[config.mk]
export PLATFORM = sky130hd
export DESIGN_NAME = board_eval
export DESIGN_NICKNAME = d
export VERILOG_FILES = /design/src/rtl/chess_pkg.sv /design/src/rtl/piece_value_lut.sv /design/src/rtl/board_eval.sv
export SDC_FILE = /design/constraint.sdc
export NUM_CORES = 1
export LEC_CHECK = 0
export CAP_MARGIN = 20
export CELL_PAD_IN_SITES_DETAIL_PLACEMENT = 0
export CELL_PAD_IN_SITES_GLOBAL_PLACEMENT = 1
export CORE_MARGIN = 5
export CORE_UTILIZATION = 45
export CTS_BUF_LIST = sky130_fd_sc_hd__clkbuf_16
export CTS_CLUSTER_DIAMETER = 100
export DETAILED_ROUTE_END_ITERATION = 10
export GPL_TIMING_DRIVEN = 0
export PLACE_DENSITY = 0.87
export SLEW_MARGIN = 20
export SYNTH_ARGS = -nofsm -noshare
export SYNTH_HDL_FRONTEND = slang
export SYNTH_SLANG_ARGS = --single-unit
[constraint.sdc]
create_clock -name clk -period 9.4 [get_ports clk]
set_input_delay 1.41 -clock clk [delete_from_list [all_inputs] [get_ports clk]]
set_output_delay 1.41 -clock clk [all_outputs]
set_load 0.005 [all_outputs]
[src/rtl/chess_pkg.sv]
// Shared constants for the board evaluator: piece ID ranges, material values,
// host register offsets and the evaluator FSM state type.
package chess_pkg;

  localparam logic [7:0] EMPTY     = 8'd0;
  localparam logic [7:0] PAWN_LO   = 8'd1;
  localparam logic [7:0] PAWN_HI   = 8'd8;
  localparam logic [7:0] ROOK_LO   = 8'd9;
  localparam logic [7:0] ROOK_HI   = 8'd18;
  localparam logic [7:0] KNIGHT_LO = 8'd19;
  localparam logic [7:0] KNIGHT_HI = 8'd28;
  localparam logic [7:0] BISHOP_LO = 8'd29;
  localparam logic [7:0] BISHOP_HI = 8'd38;
  localparam logic [7:0] QUEEN_LO  = 8'd39;
  localparam logic [7:0] QUEEN_HI  = 8'd47;
  localparam logic [7:0] KING_ID   = 8'd48;

  localparam logic signed [31:0] PAWN_VAL   = 32'sd100;
  localparam logic signed [31:0] ROOK_VAL   = 32'sd500;
  localparam logic signed [31:0] KNIGHT_VAL = 32'sd320;
  localparam logic signed [31:0] BISHOP_VAL = 32'sd330;
  localparam logic signed [31:0] QUEEN_VAL  = 32'sd900;
  localparam logic signed [31:0] KING_VAL   = 32'sd20000;

  localparam logic [3:0] REG_CTRL       = 4'd0;
  localparam logic [3:0] REG_BOARD_BASE = 4'd1;
  localparam logic [3:0] REG_SCORE_BASE = 4'd2;
  localparam logic [3:0] REG_COUNT      = 4'd3;
  localparam logic [3:0] REG_BEST_SCORE = 4'd4;
  localparam logic [3:0] REG_BEST_IDX   = 4'd5;

  typedef enum logic [2:0] {
    S_IDLE,
    S_RD_REQ,
    S_RD_WAIT,
    S_ACCUM,
    S_WR_REQ,
    S_NEXT,
    S_DONE
  } state_e;

endpackage

[src/rtl/piece_value_lut.sv]
// Combinational map from a signed piece byte to its signed material value.
// Magnitudes above the king ID (including -128) are flagged invalid and score 0.
module piece_value_lut
  import chess_pkg::*;
(
  input  logic [7:0]         piece_i,
  output logic signed [31:0] value_o,
  output logic               invalid_o
);

  logic [7:0]         mag;
  logic signed [31:0] base;

  always_comb begin
    mag       = piece_i[7] ? (~piece_i + 8'd1) : piece_i;
    invalid_o = 1'b0;
    base      = '0;
    if (mag > KING_ID) begin
      invalid_o = 1'b1;
    end else if (mag == EMPTY) begin
      base = '0;
    end else if (mag <= PAWN_HI) begin
      base = PAWN_VAL;
    end else if (mag >= ROOK_LO && mag <= ROOK_HI) begin
      base = ROOK_VAL;
    end else if (mag >= KNIGHT_LO && mag <= KNIGHT_HI) begin
      base = KNIGHT_VAL;
    end else if (mag >= BISHOP_LO && mag <= BISHOP_HI) begin
      base = BISHOP_VAL;
    end else if (mag >= QUEEN_LO && mag <= QUEEN_HI) begin
      base = QUEEN_VAL;
    end else begin
      base = KING_VAL;
    end
    value_o = piece_i[7] ? -base : base;
  end

endmodule

[src/rtl/board_eval.sv]
// Board material evaluator: reads 64-byte boards over the Avalon master and writes
// one signed score word per board. BOARD_EVAL_BEST_TRACK_EN adds best-score regs 4/5.
module board_eval
  import chess_pkg::*;
#(
  parameter int MAX_BOARDS = 8
) (
  input  logic        clk,
  input  logic        rst,
  output logic        slave_waitrequest,
  input  logic [3:0]  slave_address,
  input  logic        slave_read,
  output logic [31:0] slave_readdata,
  input  logic        slave_write,
  input  logic [31:0] slave_writedata,
  input  logic        master_waitrequest,
  output logic [31:0] master_address,
  output logic        master_read,
  input  logic [31:0] master_readdata,
  input  logic        master_readdatavalid,
  output logic        master_write,
  output logic [31:0] master_writedata
);

  localparam int CW = $clog2(MAX_BOARDS + 1);

  state_e             state_q;
  logic [31:0]        boards_base_q, score_base_q, count_reg_q;
  logic [CW-1:0]      count_q, b_q, count_d;
  logic [5:0]         k_q;
  logic [7:0]         byte_q;
  logic signed [31:0] acc_q, acc_d, piece_val;
  logic               piece_bad, done_q, bad_q, host_wr;
  logic               master_read_q, master_write_q;
  logic [31:0]        master_address_q, master_writedata_q;
  logic               unused_readdata;
`ifdef BOARD_EVAL_BEST_TRACK_EN
  logic signed [31:0] best_score_q;
  logic [CW-1:0]      best_idx_q;
`endif

  // 64*b + k and 4*b fall out of plain concatenation since boards are 64 bytes.
  function automatic logic [31:0] board_addr(input logic [31:0] base, input logic [CW-1:0] b,
                                             input logic [5:0] k);
    return base + {{(26-CW){1'b0}}, b, k};
  endfunction

  function automatic logic [31:0] score_addr(input logic [31:0] base, input logic [CW-1:0] b);
    return base + {{(30-CW){1'b0}}, b, 2'b00};
  endfunction

  piece_value_lut u_lut (
    .piece_i   (byte_q),
    .value_o   (piece_val),
    .invalid_o (piece_bad)
  );

  assign acc_d   = acc_q + piece_val;
  assign count_d = (count_reg_q > 32'(MAX_BOARDS)) ? CW'(MAX_BOARDS) : count_reg_q[CW-1:0];

  // Host accesses only complete in IDLE; anything else stalls until the run ends.
  assign slave_waitrequest = (state_q != S_IDLE) && (slave_read || slave_write);
  assign host_wr           = slave_write && (state_q == S_IDLE);

  assign master_read      = master_read_q;
  assign master_write     = master_write_q;
  assign master_address   = master_address_q;
  assign master_writedata = master_writedata_q;
  assign unused_readdata  = ^master_readdata[31:8];

  always_comb begin
    slave_readdata = '0;
    if (slave_read) begin
      case (slave_address)
        REG_CTRL:       slave_readdata = {30'b0, bad_q, done_q};
        REG_BOARD_BASE: slave_readdata = boards_base_q;
        REG_SCORE_BASE: slave_readdata = score_base_q;
        REG_COUNT:      slave_readdata = count_reg_q;
`ifdef BOARD_EVAL_BEST_TRACK_EN
        REG_BEST_SCORE: slave_readdata = best_score_q;
        REG_BEST_IDX:   slave_readdata = {{(32-CW){1'b0}}, best_idx_q};
`endif
        default:        slave_readdata = '0;
      endcase
    end
  end

  always_ff @(posedge clk) begin
    if (rst) begin
      state_q            <= S_IDLE;
      boards_base_q      <= '0;
      score_base_q       <= '0;
      count_reg_q        <= '0;
      count_q            <= '0;
      b_q                <= '0;
      k_q                <= '0;
      byte_q             <= '0;
      acc_q              <= '0;
      done_q             <= 1'b0;
      bad_q              <= 1'b0;
      master_read_q      <= 1'b0;
      master_write_q     <= 1'b0;
      master_address_q   <= '0;
      master_writedata_q <= '0;
`ifdef BOARD_EVAL_BEST_TRACK_EN
      best_score_q       <= '0;
      best_idx_q         <= '0;
`endif
    end else begin
      case (state_q)
        S_IDLE: begin
          if (host_wr) begin
            case (slave_address)
              REG_BOARD_BASE: boards_base_q <= slave_writedata;
              REG_SCORE_BASE: score_base_q  <= slave_writedata;
              REG_COUNT:      count_reg_q   <= slave_writedata;
              default: ;
            endcase
            if (slave_address == REG_CTRL) begin
              done_q  <= 1'b0;
              bad_q   <= 1'b0;
              count_q <= count_d;
              b_q     <= '0;
              k_q     <= '0;
              acc_q   <= '0;
`ifdef BOARD_EVAL_BEST_TRACK_EN
              best_score_q <= '0;
              best_idx_q   <= '0;
`endif
              if (count_d == '0) begin
                state_q <= S_DONE;
              end else begin
                state_q          <= S_RD_REQ;
                master_read_q    <= 1'b1;
                master_address_q <= boards_base_q;
              end
            end
          end
        end
        S_RD_REQ: begin
          if (!master_waitrequest) begin
            master_read_q <= 1'b0;
            state_q       <= S_RD_WAIT;
          end
        end
        S_RD_WAIT: begin
          if (master_readdatavalid) begin
            byte_q  <= master_readdata[7:0];
            state_q <= S_ACCUM;
          end
        end
        S_ACCUM: begin
          acc_q <= acc_d;
          if (piece_bad) bad_q <= 1'b1;
          if (k_q != 6'd63) begin
            k_q              <= k_q + 6'd1;
            master_read_q    <= 1'b1;
            master_address_q <= board_addr(boards_base_q, b_q, k_q + 6'd1);
            state_q          <= S_RD_REQ;
          end else begin
            master_write_q     <= 1'b1;
            master_address_q   <= score_addr(score_base_q, b_q);
            master_writedata_q <= acc_d;
            state_q            <= S_WR_REQ;
          end
        end
        S_WR_REQ: begin
          if (!master_waitrequest) begin
            master_write_q <= 1'b0;
            state_q        <= S_NEXT;
`ifdef BOARD_EVAL_BEST_TRACK_EN
            // Strict greater-than keeps the lowest index on ties.
            if (b_q == '0 || acc_q > best_score_q) begin
              best_score_q <= acc_q;
              best_idx_q   <= b_q;
            end
`endif
          end
        end
        S_NEXT: begin
          acc_q <= '0;
          k_q   <= '0;
          b_q   <= b_q + CW'(1);
          if ((b_q + CW'(1)) < count_q) begin
            master_read_q    <= 1'b1;
            master_address_q <= board_addr(boards_base_q, b_q + CW'(1), 6'd0);
            state_q          <= S_RD_REQ;
          end else begin
            state_q <= S_DONE;
          end
        end
        S_DONE: begin
          done_q  <= 1'b1;
          state_q <= S_IDLE;
        end
        default: state_q <= S_IDLE;
      endcase
    end
  end

endmodule

# Word-level counts from Yosys, hierarchy flattened

Cells that the tools add are included.
Widths: inputs -> output; s select.

Add/subtract/negate cells: 8
Order comparisons: 12
Eq/ne operators: 20
Mux-type cells: 52
Bitwise operators: 2
Reduce and logical (&&, ||, !) cells: 33

Operators by type and width:

| operator            | number |
|---|---|
| $mux 32             | 15 |
| $pmux 32 s3         | 2 |
| $pmux 32 s4         | 1 |
| $add 32x10->32      | 2 |
| $add 32x32->32      | 1 |
| $add 32x6->32       | 1 |
| $gt 32x4->1 const B | 1 |
| $neg 32->32         | 1 |
| $mux 3              | 8 |
| $reduce_and 3->1    | 8 |
| $mux 6              | 3 |
| $ne 2x2->1 const B  | 9 |
| $pmux 3 s6          | 1 |
| $pmux 6 s3          | 1 |
| $ge 8x5->1 const B  | 2 |
| $le 8x5->1 const B  | 2 |
| $le 8x6->1 const B  | 2 |
| $mux 15             | 1 |
| $mux 4              | 3 |
| $mux 1              | 11 |
| $reduce_and 5->1    | 2 |
| $eq 3x3->1 const B  | 3 |
| $add 8x1->8 const B | 1 |
| $eq 4x2->1 const B  | 2 |
| 29 further kinds    | 44 |

Bits in registers: 221
Input bits: 74
Word-level logic and storage cells: 142

# Logic depth before layout (Yosys ltp)

Word-level depth: 16
Mapped depth: 27
Mapped depth without buffers: 25

# Modules after synthesis

Synthesis repeated with hierarchy kept, for this count alone.

Cell total of the unflattened synthesis: 1,853
Area total of the unflattened synthesis: 13,959.6 um^2

By module, submodules not included:

| module          | times used | cells each | area an instance (um^2) | sequential area each (um^2) |
|---|---|---|---|---|
| board_eval      | 1          | 1,705      | 12,926.1                | 4,424.2 |
| piece_value_lut | 1          | 148        | 1,033.5                 | 0.0 |

# Worst setup path after synthesis

OpenSTA, ideal clock, no wires.

Path kind: register to register
From: register byte_q[0]
To: register acc_q[30]
Setup time: 0.063 ns
Data arrival time: 5.669 ns
Slack: 3.669 ns
Cell stages (with the launch flop): 25
Cells stage by stage: dfxtp_1 > inv_1 > ha_1 > nor3b_1 > a31o_1 > a211o_1 > a32o_1 > a22o_1 > nor2b_1 > nor2_1 > or2_2 > ha_1 > clkinv_1 > a211o_2 > o311a_1 > buf_6 > xor2_1 > ha_1 > and2_1 > a221oi_1 > nor3_1 > nor2_1 > a311oi_1 > or4b_2 > nand3_1

Longest elaborated chain between the ends: 16
Elaborated cells on any way between the ends: 29
Those cells by class: add/sub (3); order compare (10); mux (10); bitwise (1); reduce/logical (5)

RTL lines:

| element                                         | RTL line              | text |
|---|---|---|
| start: declaration                              | board_eval.sv:31      | `logic [7:0] byte_q;` |
| start signal: assignment                        | board_eval.sv:148     | `byte_q <= master_readdata[7:0];` |
| $not 8->8                                       | piece_value_lut.sv:15 | `mag = piece_i[7] ? (~piece_i + 8'd1) : piece_i;` |
| $add 8x1->8                                     | piece_value_lut.sv:15 |  |
| $mux 8 *                                        | piece_value_lut.sv:15 |  |
| $ge 8x6->1 / $le 8x6->1 (equally long branches) | piece_value_lut.sv:30 | `end else if (mag >= QUEEN_LO && mag <= QUEEN_HI) begin` |
| $logic_and 1x1->1                               | piece_value_lut.sv:30 |  |
| $mux 15                                         | piece_value_lut.sv:30 |  |
| $mux 32                                         | piece_value_lut.sv:28 | `end else if (mag >= BISHOP_LO && mag <= BISHOP_HI) begin` |
| $mux 32                                         | piece_value_lut.sv:26 | `end else if (mag >= KNIGHT_LO && mag <= KNIGHT_HI) begin` |
| $mux 32                                         | piece_value_lut.sv:24 | `end else if (mag >= ROOK_LO && mag <= ROOK_HI) begin` |
| $mux 32                                         | piece_value_lut.sv:22 | `end else if (mag <= PAWN_HI) begin` |
| $mux 32                                         | piece_value_lut.sv:20 | `end else if (mag == EMPTY) begin` |
| $mux 32 *                                       | piece_value_lut.sv:18 | `if (mag > KING_ID) begin` |
| $neg 32->32                                     | piece_value_lut.sv:35 | `value_o = piece_i[7] ? -base : base;` |
| $mux 32 *                                       | piece_value_lut.sv:35 |  |
| $add 32x32->32 *                                | board_eval.sv:58      | `assign acc_d = acc_q + piece_val;` |
| $pmux 32 s3 *                                   | board_eval.sv:110     | `case (state_q)` |
| end signal: assignment                          | board_eval.sv:98      | `acc_q <= '0;` |
| end signal: assignment                          | board_eval.sv:125     | `acc_q <= '0;` |
| end signal: assignment                          | board_eval.sv:153     | `acc_q <= acc_d;` |
| end: declaration                                | board_eval.sv:32      | `logic signed [31:0] acc_q, acc_d, piece_val;` |

Every way passes the cells marked *; elsewhere a longest branch is shown, timed or not.
A chain may end at the register's enable or synchronous reset.

# Worst setup path in the final report

From: register byte_q[0]
To: register master_writedata_q[30] (netlist: master_writedata[30])

Longest elaborated chain between the ends: 15
Elaborated cells on any way between the ends: 28
Those cells by class: add/sub (3); order compare (10); mux (9); bitwise (1); reduce/logical (5)

RTL lines:

| element                                         | RTL line              | text |
|---|---|---|
| $not 8->8                                       | piece_value_lut.sv:15 |  |
| $add 8x1->8                                     | piece_value_lut.sv:15 |  |
| $mux 8 *                                        | piece_value_lut.sv:15 |  |
| $ge 8x6->1 / $le 8x6->1 (equally long branches) | piece_value_lut.sv:30 |  |
| $logic_and 1x1->1                               | piece_value_lut.sv:30 |  |
| $mux 15                                         | piece_value_lut.sv:30 |  |
| $mux 32                                         | piece_value_lut.sv:28 |  |
| $mux 32                                         | piece_value_lut.sv:26 |  |
| $mux 32                                         | piece_value_lut.sv:24 |  |
| $mux 32                                         | piece_value_lut.sv:22 |  |
| $mux 32                                         | piece_value_lut.sv:20 |  |
| $mux 32 *                                       | piece_value_lut.sv:18 |  |
| $neg 32->32                                     | piece_value_lut.sv:35 |  |
| $mux 32 *                                       | piece_value_lut.sv:35 |  |
| $add 32x32->32 *                                | board_eval.sv:58      |  |
| end signal: assignment                          | board_eval.sv:104     | `master_writedata_q <= '0;` |
| end signal: assignment                          | board_eval.sv:163     | `master_writedata_q <= acc_d;` |
| end: declaration                                | board_eval.sv:35      | `logic [31:0] master_address_q, master_writedata_q;` |

Marks and branches as above.

==> impl_metrics.yaml <==
timing:
  post-route-worst-setup-slack_ns: 2.48
  period_needed_ns: 6.92
  timing.fmax_mhz: 144
  fin_worst_skew_ns: 0.0109
  transition_at_the_pin_with_the_smallest_max_transition_slack_ns: 0.951
  final-hold-violation-count: 0
  slew-limit-headroom_pct: 36.2
  report.final.setup_viol: 0
  setup_total_negative_slack_ns: 0
  timing_max_transition_violations_final: 0
  grt_setup_unrepaired: "no"
  period_share_pct: 73.7
worst_setup_path:
  worst-setup-path-type: "register to register"
  worstPathRequired_ns: 9.87
  crit_top_cell: "sky130_fd_sc_hd__ha_1"
  crit_family: "simple AND/OR/NAND/NOR gates"
  worst-endpoint-arrival_ns: 7.40
  critical_path.startpoint_type: "register"
  r2r_start: "byte_q[0]"
  regToRegSetupSlack_ns: 2.48
  cpMaxStageDelayCell: "sky130_fd_sc_hd__a221oi_1"
  worstReg2RegEnd: "master_writedata[30]"
  cp_max_fo: 10
  worst_setup_path_end_kind: "register"
  critical-path-max-stage-delay_ns: 0.69
  critical_path.cell_chain: "inv_1 > ha_1 > nand2b_1 > xor2_1 > nand3_2 > o21bai_4 > or3b_1 > buf_6 > ha_1 > clkinv_1 > a211o_2 > o311a_1 > buf_6 > xor2_1 > ha_1 > and2_1 > a221oi_1 > nor3_1 > nor2_1 > a311oi_1 > or4b_2 > nand3_1"
  critical_path_buffers_and_inverters: 4
  worstRegToRegCells: 22
floorplanning:
  die_area_um2: 34100
  coreArea_um2: 30300
  floorplan.io_pins: 173
  row_count: 64
  chipHeight_um: 185
  initial_core_util_pct: 45.2
  die-width_um: 185
finish:
  syn_to_final_growth_pct: 20.9
  most-common-layout-cells: "sky130_fd_sc_hd__nand2_1 (353), sky130_fd_sc_hd__dfxtp_1 (219), sky130_fd_sc_hd__a21oi_1 (196)"
  insertedDiodeCount: 0
  drive_above_1_share_pct: 4.24
  layout.nets: 2134
  fin_area_um2: 16600
  commonest_non_fill_non_tap_cell_in_the_layout: "sky130_fd_sc_hd__nand2_1"
clock_tree:
  numCtsBuffers: 26
  number_of_setup_buffers_added_after_cts: 0
  numClockSinks: 219
  clk_transition_reported_paths_ns: 0.06
  ctsLongestPathBuffers: 3
  cts-htree-levels: 1
  cts_hold_buf: 0
  cts_tree: "done"
  postCtsResizedCells: 0
  ctsRootBufferMaster: "sky130_fd_sc_hd__clkbuf_16"
  insertion_delay_ns: 0.54
power_and_ir_drop:
  power.share.switching_pct: 29.6
  power.sequential.fraction_pct: 38.4
  power.density_cell_area_nw_per_um2: 156
  worst_ir_drop_vdd_uv: 97.9
  pwr-share-clk_pct: 40.7
  power.internal_mw: 1.82
  total_switching_power_mw: 0.768
  total_leakage_power_nw: 5.92
  pwr-share-comb_pct: 20.9
placement:
  routabilityCongestion: 0.952
  place.port_buffers: 147
  post_dp_cell_area_um2: 15700
  preCtsSetupSlack_ns: 2.58
  post-dp-hpwl_um: 36700
synth:
  avgSynthCellArea_um2: 7.54
  yosysWarningCount: 0
  seq_area_frac_synth_pct: 32.0
  synth_ff_type: "sky130_fd_sc_hd__dfxtp_1"
  ys_async_sr_fraction_pct: 0
  post_synth_edffs: 0
  synth-seq-cells: 219
  synth.net_count: 1959
  synth.distinct_cells: 91
  postSynthCellCount: 1819
  synthesis.area_um2: 13700
detailed_routing:
  detail_route.wl_per_cell_um: 20.0
  firstDrtPassIters: 9
  drcViolationCount: 0
  viasPerCell: 5.97
  drt-total-wl_um: 48000
  drt_iter0_markers: 1461
  detail-route-antenna-nets: 0
  vias: 14341
min_path:
  min_delay_path_depth: 2
  hold_path.startpoint: "master_writedata[17]"
  min_path_type: "register to register"
  worst_hold_path.endpoint: "master_writedata[17]"
flow_run:
  timing.max_cap.violations: 0
global_routing:
  vias_in_the_first_global_route: 13786
  overflow: 0
  number_of_antenna_violations_at_the_first_check_in_global_routing: 0
  grt_start_max_net_pins: 13
  globalRouteTotalUtil_pct: 27.5
  first_pass_grt_wire_length_um: 75400
outcome:
  run_status: "completed"
power groups by stage:
stage	Sequential [mW]	Clock, mW	Combinational, mW
after floorplan	1.00	0	0.355
after global placement	1.01	0	0.524
after detailed placement	1.02	0	0.533
after CTS	0.995	1.07	0.536
after global routing	0.999	1.11	0.594
final	0.996	1.05	0.542
worst max path at each step:
| stage | to | depth (start not counted) | start |
|---|---|---|---|
| final | master_writedata[30] | 22 | byte_q[0] |
| after global placement | master_writedata[30] | 22 | byte_q[0] |
| after detailed placement | acc_q[30] | 22 | byte_q[0] |
| after global routing | master_writedata[30] | 22 | byte_q[0] |
| after floorplan | acc_q[30] | 24 | byte_q[0] |
| after CTS | acc_q[30] | 22 | byte_q[0] |
final cells by class:
type / count / area, um^2
Inverter: 35 / 131
Timing Repair Buffer: 147 / 1470
Clock buffer: 27 / 676
Sequential cell: 219 / 4380
Multi-Input combinational cell: 1435 / 8690
Tap cell: 396 / 495
Buffer: 130 / 529
Fill cell: 2915 / 13800
Clock inverter: 14 / 195
synth_stat cells (9+ instances only):
master	n	area [um^2]
sky130_fd_sc_hd__nand2_1	353	1330
sky130_fd_sc_hd__dfxtp_1	219	4380
sky130_fd_sc_hd__a21oi_1	196	981
sky130_fd_sc_hd__nor2_1	160	601
sky130_fd_sc_hd__clkbuf_1	112	420
sky130_fd_sc_hd__ha_1	62	776
sky130_fd_sc_hd__o21ai_0	56	280
sky130_fd_sc_hd__xnor2_1	52	455
sky130_fd_sc_hd__nand3_1	51	255
sky130_fd_sc_hd__xor2_1	36	315
sky130_fd_sc_hd__a222oi_1	33	330
sky130_fd_sc_hd__inv_1	32	120
sky130_fd_sc_hd__nor3_1	30	150
sky130_fd_sc_hd__a22oi_1	29	218
sky130_fd_sc_hd__a21o_1	28	210
sky130_fd_sc_hd__a211oi_1	23	173
sky130_fd_sc_hd__nand4_1	22	138
sky130_fd_sc_hd__and3_1	20	125
sky130_fd_sc_hd__o211ai_1	18	135
sky130_fd_sc_hd__a31oi_1	16	100
sky130_fd_sc_hd__a221oi_1	15	131
sky130_fd_sc_hd__and2_1	14	87.6
sky130_fd_sc_hd__mux2i_1	14	140
sky130_fd_sc_hd__o21a_1	14	105
sky130_fd_sc_hd__nand2b_1	13	81.3
sky130_fd_sc_hd__nor4_1	13	81.3
sky130_fd_sc_hd__nor2b_1	10	62.6
sky130_fd_sc_hd__a22o_1	9	78.8
sky130_fd_sc_hd__nand3b_1	9	67.6
sky130_fd_sc_hd__or3_1	9	56.3
routing by layer:
| layer | part of all wire, % | track usage [%] | vias up |
|---|---|---|---|
| met5 | 0 | 0 | - |
| met4 | 4.2 | 10.6 | 0 |
| met3 | 6.9 | 3.00 | 111 |
| met2 | 47 | 47.7 | 617 |
| met1 | 42 | 35.1 | 6725 |
| li1 | - | - | 6888 |
worst register-to-register path: stages, from the launching register on:
cell                       delay (ns)
sky130_fd_sc_hd__dfxtp_1         0.49
sky130_fd_sc_hd__inv_1           0.15
sky130_fd_sc_hd__ha_1            0.28
sky130_fd_sc_hd__nand2b_1        0.20
sky130_fd_sc_hd__xor2_1          0.53
sky130_fd_sc_hd__nand3_2         0.35
sky130_fd_sc_hd__o21bai_4        0.37
sky130_fd_sc_hd__or3b_1          0.18
sky130_fd_sc_hd__buf_6           0.13
sky130_fd_sc_hd__ha_1            0.31
sky130_fd_sc_hd__clkinv_1        0.32
sky130_fd_sc_hd__a211o_2         0.48
sky130_fd_sc_hd__o311a_1         0.17
sky130_fd_sc_hd__buf_6           0.16
sky130_fd_sc_hd__xor2_1          0.17
sky130_fd_sc_hd__ha_1            0.34
sky130_fd_sc_hd__and2_1          0.19
sky130_fd_sc_hd__a221oi_1        0.69
sky130_fd_sc_hd__nor3_1          0.13
sky130_fd_sc_hd__nor2_1          0.25
sky130_fd_sc_hd__a311oi_1        0.22
sky130_fd_sc_hd__or4b_2          0.65
sky130_fd_sc_hd__nand3_1         0.10
state kept, by name, summed over array words and instances (netlist names):
name and count:
boards_base_q 32, count_reg_q 32, master_address 32, score_base_q 32, acc_q 31, master_writedata 31
byte_q 8, k_q 6, b_q 4, count_q 4, state_q 3, bad_q 1
done_q 1, master_read 1, master_write 1
through the flow:
stage / utilization, % / cells / hold slack (ns) / total power [mW]
detailed placement: 51.7 / 2362 / 0.448 / 1.55
global placement: 51.7 / 2362 / 0.436 / 1.54
global route: 54.6 / 2403 / 0.480 / 2.70
floorplan: - / 1819 / 0.422 / 1.36
finish: 54.6 / 2403 / 0.453 / 2.59
CTS: 54.6 / 2403 / 0.456 / 2.60
kinds of logic after synthesis:
logic type | count (synthesis) | synth area share [%]
DFF | 219 | 32.0
and+or+nand+nor | 746 | 24.7
buffers and inverters | 165 | 4.82
muxes | 15 | 1.10
AOI/OAI and AO/OA | 518 | 25.4
adders and majority gates | 66 | 6.24
other | 1 | 0.0273
xor gates and xnor gates | 89 | 5.74
(Power assumes the default switching activity.)
